### config.mk
export PLATFORM = sky130hd
export DESIGN_NAME = regfile_param
export DESIGN_NICKNAME = d
export VERILOG_FILES = /design/src/rtl/regfile_param.sv
export SDC_FILE = /design/constraint.sdc
export NUM_CORES = 2
export LEC_CHECK = 0
export ABC_AREA = 0
export BUFFER_PORTS_ARGS = -buffer_cell sky130_fd_sc_hd__buf_4
export CORE_MARGIN = 4
export CORE_UTILIZATION = 45
export CTS_CLUSTER_DIAMETER = 100
export CTS_CLUSTER_SIZE = 24
export DETAILED_ROUTE_END_ITERATION = 10
export GPL_ROUTABILITY_DRIVEN = 0
export GPL_TIMING_DRIVEN = 0
export SYNTH_ARGS = -nofsm -noshare
export SYNTH_HDL_FRONTEND = slang
export SYNTH_SLANG_ARGS = --single-unit
### constraint.sdc
create_clock -name Clock -period 4.68 [get_ports Clock]
set_input_delay 0.234 -clock Clock [delete_from_list [all_inputs] [get_ports Clock]]
set_output_delay 0.234 -clock Clock [all_outputs]
set_load 0.02 [all_outputs]
### src/rtl/regfile_param.sv
// Parametrised register file: two combinational read ports with write-first
// bypass, byte-strobed writes, optional hard-wired zero register and a soft-clear sequencer.
module regfile_param #(
  parameter int WIDTH    = 32,
  parameter int DEPTH    = 32,
  parameter int ZERO_REG = 1,
  localparam int AW      = $clog2(DEPTH)
) (
  input  logic             Clock,
  input  logic             Reset,
  input  logic [AW-1:0]    ReadAddr1,
  input  logic [AW-1:0]    ReadAddr2,
  output logic [WIDTH-1:0] ReadData1,
  output logic [WIDTH-1:0] ReadData2,
  input  logic             RegWrite,
  input  logic [AW-1:0]    WriteAddr,
  input  logic [WIDTH-1:0] WriteData,
  input  logic [WIDTH/8-1:0] WriteStrobe,
  input  logic             Clear,
  output logic             Busy,
  output logic             WriteDropped,
  output logic             dbg_state
);

  localparam int NB = WIDTH / 8;

  typedef enum logic {IDLE = 1'b0, CLEAR = 1'b1} state_t;

  logic [WIDTH-1:0] regs [DEPTH];
  state_t           state;
  logic [AW-1:0]    clr_ptr;
  logic             dropped_q;

  logic             busy;
  logic             zero_wr;
  logic             wr_ok;
  logic [WIDTH-1:0] wmask;
  logic [WIDTH-1:0] merged;

  assign busy    = (state == CLEAR);
  assign zero_wr = (ZERO_REG != 0) && (WriteAddr == '0);
  assign wr_ok   = RegWrite && !busy && !zero_wr;

  always_comb begin
    wmask = '0;
    for (int i = 0; i < NB; i++) wmask[8*i +: 8] = {8{WriteStrobe[i]}};
  end

  // Merged word is both the bypass value and the value committed at the edge.
  assign merged = (WriteData & wmask) | (regs[WriteAddr] & ~wmask);

  always_comb begin
    if ((ZERO_REG != 0) && (ReadAddr1 == '0))   ReadData1 = '0;
    else if (wr_ok && (ReadAddr1 == WriteAddr)) ReadData1 = merged;
    else                                        ReadData1 = regs[ReadAddr1];
  end

  always_comb begin
    if ((ZERO_REG != 0) && (ReadAddr2 == '0))   ReadData2 = '0;
    else if (wr_ok && (ReadAddr2 == WriteAddr)) ReadData2 = merged;
    else                                        ReadData2 = regs[ReadAddr2];
  end

  always_ff @(posedge Clock) begin
    if (Reset) begin
      for (int i = 0; i < DEPTH; i++) regs[i] <= '0;
      state     <= IDLE;
      clr_ptr   <= '0;
      dropped_q <= 1'b0;
    end else begin
      dropped_q <= RegWrite && busy && !zero_wr;
      case (state)
        IDLE: begin
          if (wr_ok) regs[WriteAddr] <= merged;
          if (Clear) begin
            state   <= CLEAR;
            clr_ptr <= AW'(ZERO_REG);
          end
        end
        CLEAR: begin
          regs[clr_ptr] <= '0;
          // Compare before incrementing so the pointer never wraps.
          if (clr_ptr == AW'(DEPTH - 1)) state <= IDLE;
          else                           clr_ptr <= clr_ptr + 1'b1;
        end
        default: state <= IDLE;
      endcase
    end
  end

  assign Busy         = busy;
  assign WriteDropped = dropped_q;
  assign dbg_state    = state;

endmodule

* After elaboration in Yosys (flattened, before gate mapping)
Memories as Yosys holds them, arrays and structs flattened.
Cells that the tools add are included.
** Operators by class
- Add/subtract/negate cells :: 1
- Equal/unequal tests :: 5
- Mux-type cells :: 25
- Bitwise logic cells :: 5
- Reduce and logical (&&, ||, !) cells :: 14
** Operators by type and width (count)
- $mux 32 :: 6
- $and 32x32->32 :: 2
- $reduce_or 32->1 :: 2
- $not 32->32 :: 1
- $or 32x32->32 :: 1
- $mux 5 :: 4
- $logic_not 5->1 :: 3
- $mux 1 :: 13
- $eq 5x5->1 :: 2
- $pmux 5 s2 :: 1
- $logic_and 1x1->1 :: 6
- $add 5x1->5 const B :: 1
- $eq 5x5->1 const B :: 1
- $ne 2x2->1 const B :: 2
- $logic_not 1->1 :: 2
- $pmux 1 s2 :: 1
- $reduce_and 2->1 :: 1
- $not 1->1 :: 1
** Word-level totals
- Bits in registers :: 7
- RAM bits :: 1024
- Logic and storage cells :: 54
- Memories kept :: 1
** Memories
- regs :: words 32, width 32, rd ports 3, clocked after memory_dff 0, write ports 32, RTL line 29 : logic [WIDTH-1:0] regs [DEPTH];

* Depth between registers and ports, before layout
- Word-level depth :: 10
- Depth in mapped cells :: 11

* Least setup slack after synthesis
OpenSTA, ideal clock, no wires.
- Path kind :: input-to-reg
- Start point :: in WriteAddr[1]
- End point :: mem regs[23][0] (enable)
- Setup time :: 0.428 ns
- Arrival :: 2.877 ns
- Required time :: 4.252 ns
- Path slack :: 1.375 ns
- Cell stages on the path :: 7
- Path buffers :: 4
- Cells stage by stage :: buf_4 > buf_4 > buf_2 > buf_1 > mux2i_1 > nand2b_1 > o21bai_1
** RTL lines
- from (decl) :: RTL line 16 : input logic [AW-1:0] WriteAddr,
- to (decl) :: RTL line 29

* Worst setup path after layout
- Start point :: in ReadAddr2[2]
- End point :: out ReadData2[1]
** On the way
- Cells in the longest elaborated chain, start to end :: 4
- Elaborated cells on any way between the ends :: 6
- Those cells by class :: eq/ne: 1; mux: 2; reduce/logical: 2; memory: 1
** Ends and longest elaborated chain
- from (decl) :: RTL line 12 : input logic [AW-1:0] ReadAddr2,
- branches (longest 3 deep; another with $mem_v2 32x32)
- $mux 32 * :: RTL line 59 : if ((ZERO_REG != 0) && (ReadAddr2 == '0)) ReadData2 = '0;
- to (decl) :: RTL line 14 : output logic [WIDTH-1:0] ReadData2,
Every way passes the cells marked *.

==> flow_summary_export.csv <==
group,metric,value,unit
power,switching_share,31.1,%
floorplan,die_w,381,um
sta,max_slew_margin,-10.6,%
clocking,cts_tree,"done",
floorplan,initial_core_util,45.4,%
synth,ys_ff_latch,1031,
setup_path,ff2ff_path_depth,6,
synth,synth_simple_gate_area_share,9.50,%
detailed_routing,via_count,47300,
power,p_leak,23.5,nW
min_path,hold_start,"RegWrite",
synth,yosys-top-cells-area,"edfxtp_1, mux4_2, nor2_1, mux2i_1, a22oi_1",
synth,ys.flop_type,"edfxtp_1",
floorplan,die-area,0.145,sq mm
floorplan,core,0.138,sq mm
synth,yosysUniqueCellTypes,50,
synth,yosys-mux-area-fraction,26.1,%
finish,instances_no_fill,6838,
placement,dp_hpwl,206000,um
detailed_routing,dr.pass1.iters,7,
synth,synthMostInstantiatedCell,"nor2_1",
placement,port_buffers,110,
clocking,worstSkewPairLatency,0.73,ns
finish,layout.nets,5072,
setup_path,critPathKind,"in2out",
synth,postSynthCellCount,4807,
detailed_routing,viasPerCell,6.92,
detailed_routing,postRouteAntennaNets,0,
setup_path,r2r_start,"Busy$_SDFF_PP0_",
clocking,clockBufferDepth,3,
global_routing,grt_antenna_before_repair,9,
global_routing,grt_pass1_vias,45000,
detailed_routing,wl_per_cell,37.0,um
synth,netlist_area,0.0626,sq mm
min_path,holdPathStages,4,
sta,tightest_slew,1.66,ns
sta,finClkSkew,0.0436,ns
synth,yosysSeqAreaShare,49.3,%
synth,synth-edff-count,1024,
power,powerDensity,306,mW/mm^2
run_status,outcome,"finished with violations",
global_routing,grt_max_degree,33,
clocking,numCtsBuffers,50,
synth,synthAdderAreaFrac,0.0400,%
power,combPwrFrac,21.9,%
placement,dp_slack,-0.254,ns
synth,synth_top_cell_by_area,"edfxtp_1",
global_routing,grt_pass1_wl,345000,um
power,pwr-share-seq,52.0,%
global_routing,overflow,0,
sta,fin_crit,4.76,ns
sta,setup_viol,6,
power,intPower,14.3,mW
min_path,hold-path-endpoint,"WriteDropped$_SDFF_PP0_",
clocking,clk_pin_slew,0.10,ns
sta,fin_hold_ws,0.236,ns
floorplan,ios,122,
sta,fin_crit_sh,102,%
setup_path,path_max_fanout,10,
setup_path,cp_data_arrival_time,4.52,ns
synth,synthTopCellsByCount,"nor2_1, edfxtp_1, mux4_2",
sta,finalHoldViolations,0,
setup_path,reg2reg_slack,0.98,ns
sta,setup_ws,-0.0780,ns
min_path,holdCritPathClass,"in2reg",
run,maxCapViolations,3,
power,irDropWorstVdd,0.275,mV
floorplan,rows,136,
run_status,violations,"capacitance limit, slew limit, setup timing",
synth,synth_top_family_by_area,"multiplexers",
sta,fin_setup_tns,-0.342,ns
sta,rsz0062_at_grt,"false",
detailed_routing,drc,0,
synth,synth-compound-area-share,10.1,%
finish,area_delta_synth_final,8.16,%
placement,place_inst,6755,
floorplan,die_y,381,um
synth,synth-xor-area-share,0.140,%
synth,ys_warn_count,0,
detailed_routing,wl,253000,um
clocking,clock_sinks,1031,
clocking,h-tree-depth,2,
setup_path,critical_path_required,4.45,ns
detailed_routing,drtIter0Drc,8417,
synth,syn_avg_cell_area,13.0,sq um
setup_path,worstSetupEndpointType,"output pin",
setup_path,start_kind,"input pin",
sta,maxSlewViolCount,30,
power,p_clk_share,26.1,%
synth,synth_top_area_share,49.1,%
global_routing,grtUsageTotal,33.8,%
synth,async_flop_share,0,%
setup_path,r2r-end,"regs[28][3]$_SDFFCE_PN0P_",
power,power_switching,6.45,mW
finish,drive_gt1_share,24.1,%
clocking,root_buffer,"clkbuf_16",
sta,fmaxAchievable,0.210,GHz
flip-flops by register name, indices dropped and copies added (netlist names):
signal	cells
clr_ptr	5
regs	1024
Busy	1
WriteDropped	1
worst max-delay path by stage:
stage | end | startpoint | slack [ns] | depth (start not counted)
global placement | regs[31][16]$_SDFFCE_PN0P_ | WriteAddr[1] | -0.84 | 8
finish | ReadData2[1] | ReadAddr2[2] | -0.08 | 9
detailed placement | ReadData1[6] | ReadAddr1[2] | -0.25 | 9
global route | ReadData2[1] | ReadAddr2[2] | 0.02 | 9
floorplan | regs[23][0]$_SDFFCE_PN0P_ | WriteAddr[1] | 1.38 | 7
CTS | ReadData1[6] | ReadAddr1[2] | 0.16 | 9
metal layers:
metal | vias up | track usage, % | routed length, um
met4 | 12 | 12.7 | 12000
met1 | 23900 | 44.3 | 90700
met5 | - | 0 | 190
met3 | 483 | 15.3 | 42500
met2 | 3776 | 49.5 | 108000
li1 | 19200 | - | -
what timing repair did:
item / CTS / global route
endpoints found under the hold margin: 3 / 0
endpoints found under the setup margin: 10 / 2
setup buffers: 0 / 0
hold buffers: 1 / 0
resized for setup: 1 / 0
critical path, cell delays in order:
cell      delay (ns)
clkbuf_1        0.47
clkbuf_1        1.09
clkbuf_1        0.86
mux4_2          0.42
a22oi_1         0.16
nand2_1         0.22
a22oi_1         0.22
o21ai_0         0.47
buf_4           0.36
cell usage in the layout, fill, tap and decap left out, drive strengths merged, types with 4 or more instances in the layout:
| cell | netlist | routed |
|---|---|---|
| o21bai | 4 | 4 |
| nor2 | 1047 | 1047 |
| o211ai | 32 | 32 |
| a21oi | 67 | 67 |
| xor2 | 8 | 8 |
| and2 | 5 | 5 |
| a22o | 32 | 32 |
| nand2b | 11 | 11 |
| a221oi | 96 | 96 |
| o221ai | 32 | 32 |
| nand3 | 33 | 33 |
| dfxtp | 7 | 7 |
| o21ai | 65 | 65 |
| clkbuf | 258 | 329 |
| nor3 | 38 | 38 |
| or3 | 33 | 33 |
| mux4 | 544 | 544 |
| mux2i | 227 | 227 |
| nor2b | 76 | 76 |
| edfxtp | 1024 | 1024 |
| o22ai | 64 | 64 |
| a31oi | 69 | 69 |
| a22oi | 258 | 258 |
| a211oi | 65 | 65 |
| buf | 288 | 412 |
| a21o | 29 | 29 |
| inv | 8 | 10 |
| nand2 | 203 | 203 |
| conb | 1 | 32 |
| mux2 | 162 | 162 |
cell families after synthesis:
group                    Yosys count
AO/OA/AOI/OAI                    817
buffers and inverters            554
flip-flops                      1031
adder cells (fa/ha/maj)            2
XOR/XNOR                          10
multiplexers                     933
AND/OR/NAND/NOR                 1459
other                              1
through the flow:
| step | util (%) | cell area, sq um | total power [mW] |
|---|---|---|---|
| 3_3_place_gp | 47.7 | 65800 | 15.2 |
| 2_1_floorplan | - | 62700 | 13.5 |
| 6_report | 49.1 | 67700 | 20.7 |
| 5_1_grt | 49.1 | 67700 | 21.1 |
| 3_5_place_dp | 48.0 | 66200 | 15.3 |
| 4_1_cts | 49.1 | 67700 | 20.4 |
cell type report:
class	instances	area [sq um]
fill	12200	70100
antenna	3	7.51
multi-input combinational	3253	29000
tap	1794	2240
clock inverter	7	109
buffer	545	2940
inverter	8	30.0
sequential	1031	30900
clock buffer	71	1390
timing repair buffer	126	1150
power groups by stage:
stage	registers [mW]	logic, mW	clock network [mW]
6_report	10.8	4.54	5.41
5_1_grt	10.8	4.61	5.67
4_1_cts	10.8	4.32	5.34
3_5_place_dp	11.0	4.30	0
3_3_place_gp	11.0	4.23	0
2_1_floorplan	10.9	2.62	0
Power figures use the tool's default switching activity.
